[config.mk]
export PLATFORM = sky130hd
export DESIGN_NAME = spi_slave_ctrl_flat
export DESIGN_NICKNAME = d
export VERILOG_FILES = /design/src/rtl/spi_slave_ctrl_pkg.sv /design/src/rtl/spi_slave_ctrl_if.sv /design/src/rtl/spi_slave_ctrl_ss_edge.sv /design/src/rtl/spi_slave_ctrl.sv /design/src/flat_wrapper.sv
export SDC_FILE = /design/constraint.sdc
export NUM_CORES = 1
export LEC_CHECK = 0
export BUFFER_PORTS_ARGS = -buffer_cell sky130_fd_sc_hd__buf_2
export CORE_MARGIN = 1.5
export CORE_UTILIZATION = 45
export CTS_CLUSTER_SIZE = 8
export DETAILED_ROUTE_END_ITERATION = 8
export HOLD_SLACK_MARGIN = 0.02
export PLACE_DENSITY = 0.74
export SYNTH_ARGS = -nofsm -noshare
export SYNTH_HDL_FRONTEND = slang
export SYNTH_HIERARCHICAL = 1
export SYNTH_SLANG_ARGS = --single-unit
[constraint.sdc]
create_clock -name clk -period 2.1 [get_ports clk]
set_input_delay 0.315 -clock clk [delete_from_list [all_inputs] [get_ports clk]]
set_output_delay 0.315 -clock clk [all_outputs]
set_load 0.01 [all_outputs]
[src/rtl/spi_slave_ctrl_pkg.sv]
`default_nettype none
// ============================================================================
//  Module      : spi_slave_ctrl_pkg
//  Description : Shared types and constants for the SPI slave frame controller
//                (FSM state enum, command byte layout, bus widths, address
//                step helper honouring SPI_SLAVE_CTRL_AUTOINC_EN).
//  Revision    : 1.0 - initial release
// ============================================================================
package spi_slave_ctrl_pkg;

    localparam int ADDR_W     = 7;
    localparam int DATA_W     = 8;
    localparam int CMD_RW_BIT = 7;
    localparam int CNT_W      = 8;

    typedef enum logic [2:0] {
        IDLE    = 3'd0,
        CMD     = 3'd1,
        WR      = 3'd2,
        RD_REQ  = 3'd3,
        RD_CAP  = 3'd4,
        RD_WAIT = 3'd5
    } state_t;

    // Address to use after a completed bus access: next register when
    // auto-increment is built in, otherwise the same (FIFO-style) register.
    function automatic logic [ADDR_W-1:0] addr_step(input logic [ADDR_W-1:0] addr);
`ifdef SPI_SLAVE_CTRL_AUTOINC_EN
        return addr + ADDR_W'(1);
`else
        return addr;
`endif
    endfunction

endpackage
`default_nettype wire

[src/rtl/spi_slave_ctrl_if.sv]
`default_nettype none
// ============================================================================
//  Module      : spi_slave_ctrl_if
//  Description : Byte-port and register-bus signals of the SPI slave frame
//                controller. The slave modport is the controller's view, the
//                master modport is the view of the shifter / register file.
//  Revision    : 1.0 - initial release
// ============================================================================
interface spi_slave_ctrl_if;
    import spi_slave_ctrl_pkg::*;

    logic              rx_valid;
    logic [DATA_W-1:0] rx_data;
    logic [DATA_W-1:0] tx_data;
    logic              tx_load;
    logic [ADDR_W-1:0] bus_addr;
    logic [DATA_W-1:0] bus_wdata;
    logic              bus_wr;
    logic              bus_rd;
    logic [DATA_W-1:0] bus_rdata;
    logic              busy;
    logic              err;

    modport slave (
        input  rx_valid, rx_data, bus_rdata,
        output tx_data, tx_load, bus_addr, bus_wdata, bus_wr, bus_rd, busy, err
    );

    modport master (
        output rx_valid, rx_data, bus_rdata,
        input  tx_data, tx_load, bus_addr, bus_wdata, bus_wr, bus_rd, busy, err
    );

endinterface
`default_nettype wire

[src/rtl/spi_slave_ctrl_ss_edge.sv]
`default_nettype none
// ============================================================================
//  Module      : spi_ss_edge
//  Description : Two-flop synchronizer for the raw SPI chip select plus a
//                previous-value register; emits ss_fall / ss_rise pulses and
//                the synchronized level. Resets to deselected (1).
//  Revision    : 1.0 - initial release
// ============================================================================
module spi_ss_edge (
    input  wire logic clk,
    input  wire logic rst,
    input  wire logic ena,
    input  wire logic spi_ss,
    output logic      ss_fall,
    output logic      ss_rise,
    output logic      ss_level
);

    logic       r_sync1;
    logic       r_sync2;
    logic       r_prev;
    logic [2:0] r_fill;

    // Synchronize the pin, remember the previous synchronized level, and track
    // when the pipeline holds only real pin samples. Edges stay suppressed until
    // then so a frame already in progress at reset release is not taken as new.
    always_ff @(posedge clk or negedge rst) begin
        if (!rst) begin
            r_sync1 <= 1'b1;
            r_sync2 <= 1'b1;
            r_prev  <= 1'b1;
            r_fill  <= 3'b000;
        end else if (ena) begin
            r_sync1 <= spi_ss;
            r_sync2 <= r_sync1;
            r_prev  <= r_sync2;
            r_fill  <= {r_fill[1:0], 1'b1};
        end
    end

    assign ss_fall  = r_fill[2] &  r_prev & ~r_sync2;
    assign ss_rise  = r_fill[2] & ~r_prev &  r_sync2;
    assign ss_level = r_sync2;

endmodule
`default_nettype wire

[src/rtl/spi_slave_ctrl.sv]
`default_nettype none
// ============================================================================
//  Module      : spi_slave_ctrl
//  Description : SPI slave frame controller. Decodes the first byte of each
//                chip-select frame as a read/write command with 7-bit start
//                address and sequences register-bus writes or prefetched reads.
//                Build option: SPI_SLAVE_CTRL_AUTOINC_EN enables bus_addr
//                auto-increment (mod 128) after each write and read capture.
//  Revision    : 1.0 - initial release
// ============================================================================
module spi_slave_ctrl
    import spi_slave_ctrl_pkg::*;
#(
    parameter int          BURST_MAX = 16,
    parameter logic [7:0]  TX_IDLE   = 8'hFF
) (
    input  wire logic           clk,
    input  wire logic           rst,
    input  wire logic           ena,
    input  wire logic           spi_ss,
    spi_slave_ctrl_if.slave     bus
);

    localparam logic [CNT_W-1:0] c_burst_max = CNT_W'(BURST_MAX);

    state_t            r_state;
    state_t            w_state_nxt;
    logic [CNT_W-1:0]  r_count;
    logic [CNT_W-1:0]  w_count_nxt;
    logic [CNT_W-1:0]  w_count_inc;
    logic [ADDR_W-1:0] r_addr;
    logic [ADDR_W-1:0] w_addr_nxt;
    logic [DATA_W-1:0] r_wdata;
    logic [DATA_W-1:0] w_wdata_nxt;
    logic              r_wr;
    logic              w_wr_nxt;
    logic              r_err;
    logic              w_err_nxt;
    logic [DATA_W-1:0] r_tx_data;
    logic [DATA_W-1:0] w_tx_data_nxt;
    logic              r_abort_load;
    logic              w_abort_load_nxt;

    logic              w_ss_fall;
    logic              w_ss_rise;
    logic              w_ss_level;
    logic              w_rx;
    logic              w_room;
    logic              w_cap;

    spi_ss_edge u_ss_edge (
        .clk      (clk),
        .rst      (rst),
        .ena      (ena),
        .spi_ss   (spi_ss),
        .ss_fall  (w_ss_fall),
        .ss_rise  (w_ss_rise),
        .ss_level (w_ss_level)
    );

    // A byte only counts while the synchronized select is low: in the cycle the
    // rising edge is seen the abort wins and that byte is discarded.
    assign w_rx        = bus.rx_valid & ~w_ss_level;
    assign w_room      = (r_count < c_burst_max);
    assign w_count_inc = r_count + CNT_W'(1);

    // Next-state and datapath decode for the frame sequencer.
    always_comb begin
        w_state_nxt      = r_state;
        w_count_nxt      = r_count;
        w_addr_nxt       = r_addr;
        w_wdata_nxt      = r_wdata;
        w_wr_nxt         = 1'b0;
        w_err_nxt        = r_err;
        w_tx_data_nxt    = r_tx_data;
        w_abort_load_nxt = 1'b0;

        // The write strobe is on the bus this cycle; advance past it.
        if (r_wr) begin
            w_addr_nxt = addr_step(r_addr);
        end

        if (w_ss_rise && (r_state != IDLE)) begin
            w_state_nxt      = IDLE;
            w_tx_data_nxt    = TX_IDLE;
            w_abort_load_nxt = 1'b1;
        end else begin
            case (r_state)
                IDLE: begin
                    if (w_ss_fall) begin
                        w_state_nxt = CMD;
                        w_count_nxt = '0;
                        w_err_nxt   = 1'b0;
                    end
                end
                CMD: begin
                    if (w_rx) begin
                        w_addr_nxt  = bus.rx_data[ADDR_W-1:0];
                        w_state_nxt = bus.rx_data[CMD_RW_BIT] ? RD_REQ : WR;
                    end
                end
                WR: begin
                    if (w_rx) begin
                        if (w_room) begin
                            w_wdata_nxt = bus.rx_data;
                            w_wr_nxt    = 1'b1;
                            w_count_nxt = w_count_inc;
                        end else begin
                            w_err_nxt = 1'b1;
                        end
                    end
                end
                RD_REQ, RD_CAP: begin
                    if (r_state == RD_REQ) begin
                        w_state_nxt = RD_CAP;
                    end else begin
                        w_tx_data_nxt = bus.bus_rdata;
                        w_addr_nxt    = addr_step(r_addr);
                        w_state_nxt   = RD_WAIT;
                    end
                    if (w_rx) begin
                        if (w_room) begin
                            w_count_nxt = w_count_inc;
                        end else begin
                            w_err_nxt = 1'b1;
                        end
                    end
                end
                RD_WAIT: begin
                    if (w_rx) begin
                        if (w_room) begin
                            w_count_nxt = w_count_inc;
                            // No prefetch once the last byte of the burst is out.
                            if (w_count_inc < c_burst_max) begin
                                w_state_nxt = RD_REQ;
                            end
                        end else begin
                            w_err_nxt = 1'b1;
                        end
                    end
                end
                default: begin
                    w_state_nxt = IDLE;
                end
            endcase
        end
    end

    // State and datapath registers; everything holds while the clock enable is low.
    always_ff @(posedge clk or negedge rst) begin
        if (!rst) begin
            r_state      <= IDLE;
            r_count      <= '0;
            r_addr       <= '0;
            r_wdata      <= '0;
            r_wr         <= 1'b0;
            r_err        <= 1'b0;
            r_tx_data    <= TX_IDLE;
            r_abort_load <= 1'b0;
        end else if (ena) begin
            r_state      <= w_state_nxt;
            r_count      <= w_count_nxt;
            r_addr       <= w_addr_nxt;
            r_wdata      <= w_wdata_nxt;
            r_wr         <= w_wr_nxt;
            r_err        <= w_err_nxt;
            r_tx_data    <= w_tx_data_nxt;
            r_abort_load <= w_abort_load_nxt;
        end
    end

    // Read data is forwarded in the capture cycle so tx_load and the new byte
    // appear together two cycles after the command; it is registered as it passes.
    assign w_cap         = (r_state == RD_CAP);
    assign bus.tx_data   = w_cap ? bus.bus_rdata : r_tx_data;
    assign bus.tx_load   = ena & (w_cap | r_abort_load);
    assign bus.bus_rd    = ena & (r_state == RD_REQ);
    assign bus.bus_wr    = ena & r_wr;
    assign bus.bus_addr  = r_addr;
    assign bus.bus_wdata = r_wdata;
    assign bus.busy      = (r_state != IDLE);
    assign bus.err       = r_err;

endmodule
`default_nettype wire
[src/flat_wrapper.sv]
// flat-port wrapper written by rule: the top's interface ports become plain ports
module spi_slave_ctrl_flat import spi_slave_ctrl_pkg::*;
#(
    parameter int          BURST_MAX = 16,
    parameter logic [7:0]  TX_IDLE   = 8'hFF
)
  (clk, rst, ena, spi_ss, bus_rx_valid, bus_rx_data, bus_bus_rdata, bus_tx_data, bus_tx_load, bus_bus_addr, bus_bus_wdata, bus_bus_wr, bus_bus_rd, bus_busy, bus_err);
  spi_slave_ctrl_if bus_i ();
  input  wire logic clk;
  input  wire logic rst;
  input  wire logic ena;
  input  wire logic spi_ss;
  input wire logic [$bits(bus_i.rx_valid)-1:0] bus_rx_valid;
  input wire logic [$bits(bus_i.rx_data)-1:0] bus_rx_data;
  input wire logic [$bits(bus_i.bus_rdata)-1:0] bus_bus_rdata;
  output wire logic [$bits(bus_i.tx_data)-1:0] bus_tx_data;
  output wire logic [$bits(bus_i.tx_load)-1:0] bus_tx_load;
  output wire logic [$bits(bus_i.bus_addr)-1:0] bus_bus_addr;
  output wire logic [$bits(bus_i.bus_wdata)-1:0] bus_bus_wdata;
  output wire logic [$bits(bus_i.bus_wr)-1:0] bus_bus_wr;
  output wire logic [$bits(bus_i.bus_rd)-1:0] bus_bus_rd;
  output wire logic [$bits(bus_i.busy)-1:0] bus_busy;
  output wire logic [$bits(bus_i.err)-1:0] bus_err;
  assign bus_i.rx_valid = bus_rx_valid;
  assign bus_i.rx_data = bus_rx_data;
  assign bus_i.bus_rdata = bus_bus_rdata;
  assign bus_tx_data = bus_i.tx_data;
  assign bus_tx_load = bus_i.tx_load;
  assign bus_bus_addr = bus_i.bus_addr;
  assign bus_bus_wdata = bus_i.bus_wdata;
  assign bus_bus_wr = bus_i.bus_wr;
  assign bus_bus_rd = bus_i.bus_rd;
  assign bus_busy = bus_i.busy;
  assign bus_err = bus_i.err;
  spi_slave_ctrl #(.BURST_MAX(BURST_MAX), .TX_IDLE(TX_IDLE)) u_core (.clk(clk), .rst(rst), .ena(ena), .spi_ss(spi_ss), .bus(bus_i));
endmodule
==> reports/results.txt <==
Slew Limit Fails = 0
Leak = 0.001225 uW
WP depth = 4
Async SR Flop Fraction = 100.0%
Mapped Area = 0.002057 sq mm
Clock tree buffer depth = 2
Antenna cells = 0
WL final = 4041 um
Pwr dens = 1267 mW/mm^2
Max-cap violations = 0
Reg-to-reg endpoint = u_core/bus.bus_wdata[4]$_DFFE_PN0P_
Clock root cell = clkbuf_8
CTS tree = yes
Post-route DRC violation count = 0
CTS H-tree lvls = 2
Chip height = 70.61 um
Post-synth top flop = dfrtp_1
DIE AREA = 0.004986 sq mm
Sw Pwr = 1048 uW
CP peak stage delay = 0.48 ns
Worst-Skew Late Latency = 0.30 ns
Master of the slowest instance on the critical path = dfrtp_2
Vias per std cell = 5.325
DR iter-0 viols = 93
First-pass iteration count of the detailed router = 4
DR vias = 1523
Slew Limit Headroom = 46.02%
#FFs+latches synth = 43
Buffers and inverters on the worst path = 2
Area leader, netlist = dfrtp_1
Cts bufs inserted = 5
RR Startpoint = u_core/u_ss_edge/r_prev$_DFFE_PN1P_
Fin Setup TNS = 0 ns
Post-synth EDFFs = 0
Initial core utilization = 46.92%
Worst setup path endpoint = bus_tx_data[1]
Reg power frac = 41.5%
Status = completed
Worst reg-to-reg setup slack = 0.17 ns
First-pass GRT wire length = 6837 um
Cell Rows = 24
Clock power frac = 20.7%
Unique masters post-synth = 44
Die X = 70.61 um
Vias in the first global route = 1540
Port bufs = 48
Nets = 255
Antenna Nets Post-Route = 0
Syn nets = 197
Hold slack = 0.1031 ns
Sink Count = 43
Worst vdd ir = 0.6455 mV
CP Max Fanout = 10
FMAX = 496.7 MHz
Top cell type's share of synthesized area = 38.93%
Final critical-path required period = 2.013 ns
Area delta synth->final = 22.45%
Commonest cells in the netlist = dfrtp_1, mux2_2, o21ai_0
Total grt overflow = 0
Syn_area_per_cell = 11.75 sq um
Fraction of layout instances using a drive strength above 1 = 50.43%
Synth warn = 6
Final hold violation count = 0
Largest net degree at the start of global routing = 38
P_int = 2144 uW
# setup viols final = 0
Gr usage total = 17.51%
Synth area leaders = dfrtp_1, mux2_2, dfstp_2, o21ai_0, nand2_1
GPL Wtd Cong = 0.8340
CP Launch Type = flop
Post-detail-place hpwl = 2765 um
CP most frequent cell = buf_2
Worst hold path type = in -> async
Origin of the worst setup path = u_core/r_state[0]$_DFFE_PN0P_
Kind of critical path = reg -> out
Worst endpoint required time = 1.78 ns
Core area = 0.004384 sq mm
Period utilization = 95.88%
Final clock skew = 0.006265 ns
Top cell family by delay on the critical path = flip-flops
Sw Share = 32.84%
Crit end category = output pin
Logic pwr share = 37.8%
CP Cell Sequence = nor3b_2 -> buf_2 -> mux2_2 -> buf_2
Post-synthesis sequential area ratio = 52.98%
Io pins = 49
Clk pin slew, worst setup/hold paths = 0.08 ns
Worst Path Arrival = 1.70 ns
Drt wl/cell = 14.13 um
Synth Instances = 175
Initial antenna violation count = 0
Path depth of the worst reg2reg path = 5
Most instantiated library cell after synthesis = dfrtp_1
Worst-Margin Slew = 0.8097 ns
worst min path at each step:
stage               startpoint                                      to  slack, ns
floorplan                  rst      u_core/bus.bus_addr[0]$_DFFE_PN0P_       0.02
global route               rst     u_core/bus.bus_wdata[7]$_DFFE_PN0P_       0.16
CTS                        rst     u_core/bus.bus_wdata[5]$_DFFE_PN0P_       0.12
detailed placement         rst  u_core/u_ss_edge/r_fill[0]$_DFFE_PN0P_       0.44
finish                     rst  u_core/u_ss_edge/r_fill[0]$_DFFE_PN0P_       0.10
global placement           rst  u_core/u_ss_edge/r_fill[0]$_DFFE_PN0P_       0.45
cell usage in the layout, fill, tap and decap left out, types with 2 or more instances in the layout:
master / synthesis / layout
and2_1: 5 / 5
o21ai_0: 14 / 14
a31oi_1: 2 / 2
nor3b_2: 1 / 2
buf_4: 3 / 11
o31ai_1: 2 / 2
dfrtp_1: 32 / 31
clkbuf_8: 0 / 6
nor2_1: 12 / 12
o21a_1: 3 / 3
nor3b_1: 3 / 2
o311ai_0: 2 / 2
nand3_1: 3 / 3
nand4_1: 2 / 2
dfstp_2: 11 / 11
mux2_2: 29 / 29
nand2_1: 13 / 13
inv_1: 4 / 4
nor3_1: 3 / 3
buf_2: 2 / 49
nor2b_1: 3 / 3
and3b_1: 2 / 2
layer usage:
| metal | GRT usage (%) | routed length, um | vias up |
|---|---|---|---|
| met5 | 0 | 0 | - |
| met4 | 8.595 | 63 | 0 |
| met3 | 4.701 | 179 | 8 |
| met2 | 26.83 | 1966 | 44 |
| met1 | 23.31 | 1831 | 733 |
| li1 | - | - | 738 |
what timing repair did:
action / 4_1_cts / 5_1_grt
setup endpoints to repair: 0 / 8
setup buffers: 0 / 2
gates resized for setup: 0 / 3
hold buffers: 0 / 0
final cells by class:
type | instances | area [sq um]
Fill cell | 373 | 1866
Sequential cell | 43 | 1091
Multi-Input combinational cell | 119 | 902.1
Timing Repair Buffer | 60 | 327.8
Clock buffer | 6 | 82.58
Tap cell | 52 | 65.06
Clock inverter | 2 | 35.03
Inverter | 4 | 15.01
sequential cells by signal, indices dropped and copies added (netlist names):
register	flops
u_core/u_ss_edge/r_prev	1
u_core/bus.bus_addr	7
u_core/r_wr	1
u_core/r_state	3
u_core/u_ss_edge/r_fill	3
u_core/r_abort_load	1
u_core/u_ss_edge/r_sync1	1
u_core/u_ss_edge/ss_level	1
u_core/r_count	8
u_core/bus.err	1
u_core/r_tx_data	8
u_core/bus.bus_wdata	8
metrics by stage:
stage	instances	total power (uW)	cell area, sq um	utilization (%)	setup slack, ns
floorplan	175	2103	2057	-	0.2793
global placement	275	2481	2375	54.17	0.2936
detailed placement	275	2515	2375	54.17	0.2167
CTS	283	3193	2492	56.85	0.04375
global route	286	3415	2519	57.45	-0.003901
finish	286	3192	2519	57.45	0.08661
worst reg2reg max path: cells and delay by family, from the launching register on:
family        cells  cell delay [ns]
mux               1             0.36
flops             1             0.53
simple gates      4             0.93
power by group through the flow:
stage	combinational, uW	clock (uW)	sequential, uW
after CTS	1190	682	1320
after floorplan	746	0	1360
after global placement	1160	0	1320
final	1210	661	1330
after detailed placement	1190	0	1330
after global routing	1330	711	1370
cells by family after synthesis:
logic type / share of synthesized area, %
simple gates: 16.36
flops: 52.98
compound gates: 10.34
mux: 15.88
buf+inv: 3.406
xor+xnor: 0.4259
fa+ha+maj: 0.6082
Note: power is estimated with default switching activity, not from simulation.
